[src/rtl/instruction_fetch.sv]
// Instruction fetch front end: credit-limited request stream, in-order response pairing,
// fetch queue toward decode, redirect flush with drop counting for stale responses.
module instruction_fetch #(
  parameter int                    ADDR_WIDTH = 32,
  parameter int                    DATA_WIDTH = 32,
  parameter logic [ADDR_WIDTH-1:0] RESET_PC   = 32'h0000_0000,
  parameter int                    FQ_DEPTH   = 4
) (
  input  logic                             clk,
  input  logic                             rst_n,
  output logic                             imem_req_valid,
  input  logic                             imem_req_ready,
  output logic [ADDR_WIDTH-1:0]            imem_req_addr,
  input  logic                             imem_resp_valid,
  input  logic [DATA_WIDTH-1:0]            imem_resp_data,
  input  logic                             redirect_valid,
  input  logic [ADDR_WIDTH-1:0]            redirect_addr,
  output logic [ADDR_WIDTH+DATA_WIDTH:0]   instruction,
  input  logic                             instr_ready
);

  localparam int PW = $clog2(FQ_DEPTH);
  localparam int CW = PW + 1;
  localparam logic [CW:0] DEPTH_W = (CW+1)'(FQ_DEPTH);

  logic [ADDR_WIDTH-1:0] r_pc;
  logic [CW-1:0]         r_outstanding;
  logic [CW-1:0]         r_drop_cnt;

  logic [ADDR_WIDTH-1:0] r_af_mem [FQ_DEPTH];
  logic [PW-1:0]         r_af_wr;
  logic [PW-1:0]         r_af_rd;

  logic [ADDR_WIDTH-1:0] r_q_addr [FQ_DEPTH];
  logic [DATA_WIDTH-1:0] r_q_data [FQ_DEPTH];
  logic [PW-1:0]         r_q_wr;
  logic [PW-1:0]         r_q_rd;
  logic [CW-1:0]         r_q_cnt;

  logic [ADDR_WIDTH-1:0] w_pc_aligned;
  logic [CW:0]           w_credit_used;
  logic                  w_req_fire;
  logic                  w_resp_keep;
  logic                  w_resp_drop;
  logic                  w_instr_valid;
  logic                  w_deq;

  // In-flight requests plus queued words may never exceed the queue size,
  // so every accepted request is guaranteed a slot when its response lands.
  assign w_pc_aligned   = {r_pc[ADDR_WIDTH-1:2], 2'b00};
  assign w_credit_used  = {1'b0, r_outstanding} + {1'b0, r_q_cnt};
  assign imem_req_valid = rst_n & ~redirect_valid & (w_credit_used < DEPTH_W);
  assign imem_req_addr  = w_pc_aligned;
  assign w_req_fire     = imem_req_valid & imem_req_ready;

  assign w_resp_drop    = imem_resp_valid & (r_drop_cnt != '0);
  assign w_resp_keep    = imem_resp_valid & ~redirect_valid & (r_drop_cnt == '0);
  assign w_instr_valid  = (r_q_cnt != '0) & ~redirect_valid;
  assign w_deq          = w_instr_valid & instr_ready;

  assign instruction    = {r_q_addr[r_q_rd], r_q_data[r_q_rd], w_instr_valid};

  always_ff @(posedge clk or negedge rst_n) begin
    if (!rst_n) begin
      r_pc <= RESET_PC;
    end else if (redirect_valid) begin
      r_pc <= {redirect_addr[ADDR_WIDTH-1:2], 2'b00};
    end else if (w_req_fire) begin
      r_pc <= r_pc + ADDR_WIDTH'(4);
    end
  end

  // Responses already in flight at a redirect belong to the old path and are
  // discarded as they return; the one arriving in the redirect cycle is dropped directly.
  always_ff @(posedge clk or negedge rst_n) begin
    if (!rst_n) begin
      r_outstanding <= '0;
      r_drop_cnt    <= '0;
    end else begin
      r_outstanding <= r_outstanding + CW'(w_req_fire) - CW'(imem_resp_valid);
      if (redirect_valid) begin
        r_drop_cnt <= r_outstanding - CW'(imem_resp_valid);
      end else if (w_resp_drop) begin
        r_drop_cnt <= r_drop_cnt - CW'(1);
      end
    end
  end

  always_ff @(posedge clk) begin
    if (w_req_fire) begin
      r_af_mem[r_af_wr] <= w_pc_aligned;
    end
  end

  always_ff @(posedge clk or negedge rst_n) begin
    if (!rst_n) begin
      r_af_wr <= '0;
      r_af_rd <= '0;
    end else begin
      if (w_req_fire) begin
        r_af_wr <= r_af_wr + PW'(1);
      end
      if (imem_resp_valid) begin
        r_af_rd <= r_af_rd + PW'(1);
      end
    end
  end

  always_ff @(posedge clk or negedge rst_n) begin
    if (!rst_n) begin
      for (int i = 0; i < FQ_DEPTH; i++) begin
        r_q_addr[i] <= '0;
        r_q_data[i] <= '0;
      end
      r_q_wr  <= '0;
      r_q_rd  <= '0;
      r_q_cnt <= '0;
    end else if (redirect_valid) begin
      r_q_rd  <= r_q_wr;
      r_q_cnt <= '0;
    end else begin
      if (w_resp_keep) begin
        r_q_addr[r_q_wr] <= r_af_mem[r_af_rd];
        r_q_data[r_q_wr] <= imem_resp_data;
        r_q_wr           <= r_q_wr + PW'(1);
      end
      if (w_deq) begin
        r_q_rd <= r_q_rd + PW'(1);
      end
      r_q_cnt <= r_q_cnt + CW'(w_resp_keep) - CW'(w_deq);
    end
  end

endmodule
[config.mk]
export PLATFORM = sky130hd
export DESIGN_NAME = instruction_fetch
export DESIGN_NICKNAME = d
export VERILOG_FILES = /design/src/rtl/instruction_fetch.sv
export SDC_FILE = /design/constraint.sdc
export NUM_CORES = 1
export LEC_CHECK = 0
export BUFFER_PORTS_ARGS = -buffer_cell sky130_fd_sc_hd__buf_2
export CAP_MARGIN = 0
export CORE_MARGIN = 10
export CORE_UTILIZATION = 30
export CTS_CLUSTER_SIZE = 20
export DETAILED_ROUTE_END_ITERATION = 10
export PLACE_DENSITY_LB_ADDON = 0.12
export SLEW_MARGIN = 20
export SYNTH_ARGS = -nofsm -noshare
export SYNTH_HDL_FRONTEND = slang
export SYNTH_SLANG_ARGS = --single-unit
[constraint.sdc]
create_clock -name clk -period 3.05 [get_ports clk]
set_input_delay 0.61 -clock clk [delete_from_list [all_inputs] [get_ports clk]]
set_output_delay 0.61 -clock clk [all_outputs]
set_load 0.03 [all_outputs]
==> summary by stage, run 1 <==
GRT
The routing usage on met3 is 0.0284. The via count of the first global-routing pass is around 11000. The global route total overflow is 0. The first global-routing pass estimated about 70000 um of wire. The pin count of the biggest net entering global routing is between 150 and 200. For this run, the total global-route usage over all layers was measured as 0.129.

The met1 routing resource usage after global routing is 0.174. The most utilized layer in the global route result is met2. The fraction of met2 tracks used by global routing is 0.205.

The number of antenna violations at the first check in global routing is 0.

Cells and area
The count of placed standard cells in the final layout, fillers left out is 2084. The final design utilization is 0.367. Counting the fill cells in the layout gives around 5600. The number of nets in the layout is 1360.

The area growth from synthesis to layout is 21.5%. 0 antenna diodes ended up in the layout. Of the cells placed in the final design, the portion with a size suffix greater than 1 is 0.487.

Clocking
The number of buffers on the longest clock path is 3. The number of gates resized after CTS was 0. CTS built an H-tree with a depth of 2.

The clock insertion delay at the later pin of the skew report is approximately 600 ps. After clock tree synthesis, the clock-pin slew on the worst setup and hold paths is 60 ps. The clock tree from TritonCTS is yes. The root cell of the clock tree is clkbuf_16. The clock net in this run drives a total of around 420 sinks. TritonCTS created 50 clock buffers.

Route
The post-detailed-route DRC marker count is 0. The routed length per placed instance is approximately 22 um. The total via count after detailed routing is slightly above 10000. The detailed-routing iteration count for the pre-antenna-repair pass is 5. Wires add up to between 40000 and 50000 um.

The violation count after the first detailed-routing iteration is between 500 and 600. After detailed routing, the number of vias per cell comes to between 4 and 5. The remaining antenna violation count is 0.

Critical path
The worst register-to-register path has a setup slack of around 500 ps. The worst register-to-register path has a depth of 8. The data required time at the worst endpoint is around 2400 ps.

STA classifies the critical path endpoint as an output pin. In this run the worst path has a maximum fanout of 12. The critical register-to-register path startpoint is r_outstanding[2]. The largest stage delay on the critical path is roughly 670 ps.

Among cell families on the critical path, the largest total delay comes from flip-flops. The category of the most critical setup path is flip-flop to output pin. At the worst endpoint, the arrival time is 2260 ps. In this run the critical register-to-register path is captured at r_pc[21]. The cell with the largest stage delay on the worst path is dfrtp_4. In this run the worst setup path begins at r_q_rd[0].

The type of element launching the critical path is a flip-flop. The critical path contains buffers and inverters numbering 2 combined. The critical path goes through buf_12 > mux4_2 > buf_2.

Floorplan
The core region area is around 0.059 sq mm. The number of placement rows is 89. The initial cell density of the core is 0.302. The die boundary width is between 200 and 300 um. The floorplan die area is 0.0695 sq mm. The vertical die dimension is roughly 260 um. The number of ports placed on the die boundary is approximately 170.

Logic synthesis
Sorting the synthesized cells by how often they occur yields dfrtp_1 (295), mux2_2 (248), edfxtp_1 (120). The prevailing post-synth register cell is dfrtp_1. After synthesis, the cell types taking the most area are dfrtp_1 (41%), edfxtp_1 (20%), mux2_2 (16%). The share of synthesized flip-flops with an asynchronous set or reset is 0.711. The synthesized area divided by synthesized cell count is 16.6 sq um.

The share of the synthesized area in the top cell type is 0.414. The synthesized cell area is approximately 0.018 sq mm. The cell taking the most area after synthesis is dfrtp_1. The number of different library cells used by synthesis comes to between 50 and 60. The cell count after synthesis came out at about 1100.

The register bit total from synthesis is a little over 400. For this run, the register share of the synthesized area comes to 0.617. The number of synthesized flops with an enable pin is 120. The most instantiated library cell after synthesis is dfrtp_1. The total of warnings raised by yosys is 0.

STA
The worst path meets setup with between 150 and 200 ps of slack. Subtracting the final worst setup slack from the clock period gives between 2000 and 3000 ps. The number of hold-slack violations in the final timing report is 0. Setup repair after global routing left no endpoint under its margin.

The transition at the pin with the smallest max-transition slack is 1020 ps. The period utilization is 0.943. The highest clock rate is 0.348 GHz. The worst hold margin is between 200 and 250 ps. The total negative slack for setup checks is 0 ps. The count of final setup violators is 0. The clock arrives with roughly 23 ps of skew. The number of pins exceeding their max-slew limit in the final report is 0. In this run the tightest slew margin relative to its limit is 0.321.

Worst hold path
The worst hold path depth is 3. The worst hold path terminates at r_pc[26]. The path class of the tightest hold or removal check is primary input to flip-flop. The start point of the worst hold path is redirect_addr[26].

Run status
The flow ran to the end, and the final reports show no timing, DRC or antenna violations.

Placed design
The number of placed instances, taps included, is a little under 2000. Detailed placement ended at an HPWL of 28800 um. Timing analysis after detailed placement gives a worst setup slack of 466 ps. The count of buffers inserted at the top-level ports is approximately 160. Routability-driven placement finished with a final weighted congestion of around 0.7.

Flow run
Max-cap violations in this run came to 0.

Power
The worst vdd rail ir drop is 0.568 mV. The total leakage power is roughly 9.5 nW. The power density of the placed cells is around 990 mW/mm^2.
## power by group
group / internal, mW / switching (mW)
Sequential: 7.33 / 1.05
Combinational: 3.23 / 3.60
Clock: 3.79 / 2.40
## cell usage in the layout, fill, tap and decap left out, types with 5 or more instances in the layout
master	n
nor3_1	9
o21ai_0	20
nand4_1	8
mux2i_1	6
a21oi_1	6
xnor2_1	7
clkbuf_1	14
clkbuf_16	50
clkinv_2	10
edfxtp_1	120
bufinv_16	8
buf_4	27
and3_1	5
nand3_1	22
buf_2	160
mux4_2	92
dfrtp_1	292
nand2_1	37
ha_1	19
o311ai_0	8
nor2_1	19
xor2_1	6
mux2_2	248
inv_1	16
buf_12	18
a221o_1	6
## final cells by class
| class | instances | area [sq um] | share of cell area |
|---|---|---|---|
| Sequential cell | 415 | 11000 | 0.508 |
| Multi-Input combinational cell | 578 | 6500 | 0.300 |
| Timing Repair Buffer | 207 | 1390 | 0.0642 |
| Clock buffer | 67 | 1350 | 0.0621 |
| Tap cell | 773 | 967 | 0.0447 |
| Clock inverter | 27 | 387 | 0.0179 |
| Inverter | 17 | 63.8 | 0.00295 |
## kinds of logic after synthesis
| kind of cell | share of synthesized area |
|---|---|
| AO/OA/AOI/OAI | 0.0261 |
| XOR/XNOR | 0.00639 |
| other | 0.000211 |
| flip-flops | 0.617 |
| adder cells (fa/ha/maj) | 0.0156 |
| multiplexers | 0.276 |
| AND/OR/NAND/NOR | 0.0380 |
| buffers and inverters | 0.0206 |
## worst max-delay path by stage
| stage | cells after the start | slack [ps] | endpoint |
|---|---|---|---|
| CTS | 3 | 100 | instruction[17] |
| finish | 3 | 180 | instruction[19] |
| global placement | 8 | 500 | r_pc[19] |
| detailed placement | 8 | 470 | r_pc[21] |
| floorplan | 7 | 90 | r_af_mem[2][0] |
| global route | 3 | 70 | instruction[17] |
## routing by layer
layer,vias up,wire [um]
li1,4487,-
met1,5341,20800
met2,206,21200
met3,52,2150
met4,0,776
met5,-,0
## registers in the layout, summed over array words and instances, names as in the netlist
| register | count |
|---|---|
| r_q_data | 128 |
| r_af_mem | 120 |
| r_q_addr | 120 |
| r_pc | 30 |
| r_drop_cnt | 3 |
| r_outstanding | 3 |
| r_q_cnt | 3 |
| r_af_rd | 2 |
| r_af_wr | 2 |
| r_q_rd | 2 |
| r_q_wr | 2 |
## stage by stage
step                      instance area, sq um  power [mW]
after detailed placement                 19900        15.4
after global placement                   19900        15.3
after global routing                     21600        22.7
after floorplan                          17800        13.1
after CTS                                21600        21.9
final                                    21600        21.4
## worst register-to-register path: stages, from the launching register on
cell     delay, ps
dfrtp_1        420
ha_1           320
nor4b_2        360
and4_1         280
buf_4          310
nor2_1         110
buf_4          200
a21o_1         160
a221o_1        290
## repair_timing
action / in CTS / in global routing
endpoints found under the setup margin: 38 / 0
hold endpoints to repair: 5 / 0
hold buffers: 1 / 0
buffers inserted: 2 / 0
No activity file was read; power rests on OpenSTA's default activity.
==> run 2, diff against run 1 <==
Settings changed: CORE_ASPECT_RATIO set to 0.5.
==> run 2 against run 1 <==
  * Final area down 2.0%
  * Sequential cell count unchanged
  * Final cell count down 0.67%
  * Combinational power up 1%
  * Maximum frequency up 0.94%
  * Worst hold slack worse by 61 ps
  * Clock power down 18%
  * Clock-buffer cell count down 8
  * Die area up 0.85%
  * Global-route usage up 0.48 points
  * Register-to-register slack better by 30 ps
  * Largest power group unchanged
  * Highest routed layer unchanged
==> summary by stage, run 2 (synthesis results as in run 1) <==
Floorplan
The vertical die dimension came to 192 um (-27%). The initial cell density of the core is 0.302 (about the same). The die boundary width is 365 um (+38%). The number of placement rows is 63 (-29%).

The core region area is 0.0590 sq mm (about the same). The floorplan die area is 0.0701 sq mm (+0.85%). The number of ports placed on the die boundary was 168 (unchanged).

Placed design
The HPWL after detailed placement is 30800 um (+6.7%). The global placer's final weighted congestion was 0.710 (-0.38%). The setup slack after placement is 546 ps (+79.6 ps).

The count of buffers inserted at the top-level ports is 161 (unchanged).

STA
The total negative slack for setup checks is 0 ps (unchanged). The minimum setup slack in the final design came to 202 ps (+26.6 ps). Setup repair after global routing left no endpoint under its margin. The final critical delay including setup and external delays is 2850 ps (-26.6 ps). The number of pins exceeding their max-slew limit in the final report is 0 (unchanged).

The worst hold margin is 170 ps (-60.6 ps). The transition at the pin with the smallest max-transition slack is 857 ps (-161 ps). The number of hold-slack violations in the final timing report is 0 (unchanged).

The count of final setup violators came to 0 (unchanged). The final setup skew came to 22.8 ps (-0.647 ps). The period utilization is 0.934 (-0.00874).

The highest clock rate is 0.351 GHz (+0.94%). The worst slew margin relative to its limit was 0.429 (+0.107).

Critical path
The terminus of the critical flop-to-flop path is r_pc[5]. The signal arrival time at the worst endpoint is 2240 ps (-20 ps). The highest net fanout along the worst path is 21 (+9).

The kind of end point of the critical path is an output pin. The worst setup path is of the flip-flop to output pin kind. The data required time at the worst endpoint is 2440 ps (about the same). The slack of the worst reg-to-reg path is 530 ps (+30 ps). The critical register-to-register path startpoint is r_outstanding[2].

The worst reg2reg path depth is 8 (unchanged). The worst setup path is launched from a flip-flop.

Power
The power density of the placed cells is 957 mW/mm^2 (-3.2%). The total power draw is 20.3 mW (-5.1%). The worst vdd rail ir drop was 0.359 mV (-37%). The total leakage power came to 9.29 nW (-2.2%).

Route
The post-detailed-route DRC marker count came to 0 (unchanged). The violation count after the first detailed-routing iteration is 475 (-11%). The detailed-routing iteration count for the pre-antenna-repair pass is 5 (unchanged).

The routed length per placed instance is 22.9 um (+6.2%). The total via count after detailed routing is 10090 (+0.040%). The wire length after detailed routing is 47300 um (+5.5%).

The remaining antenna violation count is 0 (unchanged). The detail-routed via count per cell is 4.87 (+0.72%).

Clocking
The buffer count from post-CTS setup fixing is 2 (unchanged). The clock insertion delay at the later pin of the skew report is 550 ps (-50 ps). The count of hold-fix buffers inserted at cts is 0 (-1). The depth of the CTS H-tree came to 2 (unchanged). The clock sink count is 415 (unchanged). In this run the clock root is driven by a clkbuf_16. TritonCTS built the clock tree. The number of cells upsized or downsized after cts is 0 (unchanged).

The clock transition at the registers of the reported paths was 70 ps (about the same). The number of buffers created by CTS is 41 (-18%). The number of buffers on the longest clock path is 3 (unchanged).

Cells and area
The count of filler cells inserted in the layout is 5587 (-0.27%). In the final layout, the registers with the most flip-flops are r_q_data x128, r_af_mem x120, r_q_addr x120. The number of nets in the layout is 1346 (-1.0%). Leaving out fill and tap cells, the most frequent cells in the layout are dfrtp_1 (292), mux2_2 (248), buf_2 (160).

The area added between synthesis and finish is 19.1%. The share of final-layout standard cells stronger than drive strength 1 came to 0.482 (-0.00527). The commonest non-fill, non-tap cell in the layout is dfrtp_1.

The flip-flop count of the largest register, all copies and words added is 128 (unchanged). The register with the most flip-flops in the final layout is r_q_data.

GRT
The global-route wire length before repair is 71600 um (+1.9%). The via count of the first global-routing pass was 11294 (+1.8%). The number of antenna violations at the first check in global routing is 3 (+3). The total global-route track usage is 0.134 (+0.00480). The global route total overflow came to 0 (unchanged). The pin count of the biggest net entering global routing is 141 (-12%).

Worst hold path
The worst min-delay path category is primary input to asynchronous set/reset pin.

Flow run
The number of violations of the max-capacitance limit came to 0 (unchanged).

Run status
The flow ran to the end, and the final reports show no timing, DRC or antenna violations.
-- run 2: worst max path at each step --
stage	startpoint	depth (start not counted)	end	slack, ps
2_1_floorplan	r_outstanding[2]	7	r_af_mem[2][0]	90
6_report	r_q_rd[1]	3	instruction[17]	200
5_1_grt	r_q_rd[1]	3	instruction[17]	130
3_3_place_gp	r_outstanding[2]	8	r_pc[5]	590
3_5_place_dp	r_outstanding[2]	8	r_pc[21]	550
4_1_cts	r_q_rd[1]	3	instruction[17]	160
-- run 2: layout make-up --
type / count / area [sq um] / area share
diodes: 2 / 5.00 / 0.000236
clock buffers: 59 / 1190 / 0.0559
clock inverters: 17 / 140 / 0.00661
inverters: 17 / 63.8 / 0.00301
multi-input cells: 578 / 6500 / 0.307
flip-flops and latches: 415 / 11000 / 0.518
well taps: 780 / 976 / 0.0460
repair buffers: 202 / 1350 / 0.0636
-- run 2: worst max-delay path, stage by stage (launching register included) --
cell     delay, ps
dfrtp_2        800
buf_12         290
mux4_2         360
buf_2          200
-- run 2: report_power, final --
part           internal, mW  total, mW  switching [mW]  leakage (nW)
clock                  2.82       5.06            2.24         0.656
sequential             7.32       8.33            1.01          4.93
combinational          3.20       6.92            3.72          3.70
-- run 2: stage by stage --
stage / util / instance area (sq um) / instances
CTS: 0.360 / 21200 / 2068
detailed placement: 0.337 / 19900 / 1990
finish: 0.360 / 21200 / 2070
global placement: 0.337 / 19900 / 1990
floorplan: - / 17800 / 1073
global route: 0.360 / 21200 / 2070
-- run 2: routing by layer --
metal,wire (um),up-vias,global-route usage
li1,-,4463,-
met1,21000,5381,0.173
met2,23600,188,0.233
met3,1730,58,0.0224
met4,919,0,0.0329
met5,0,-,0
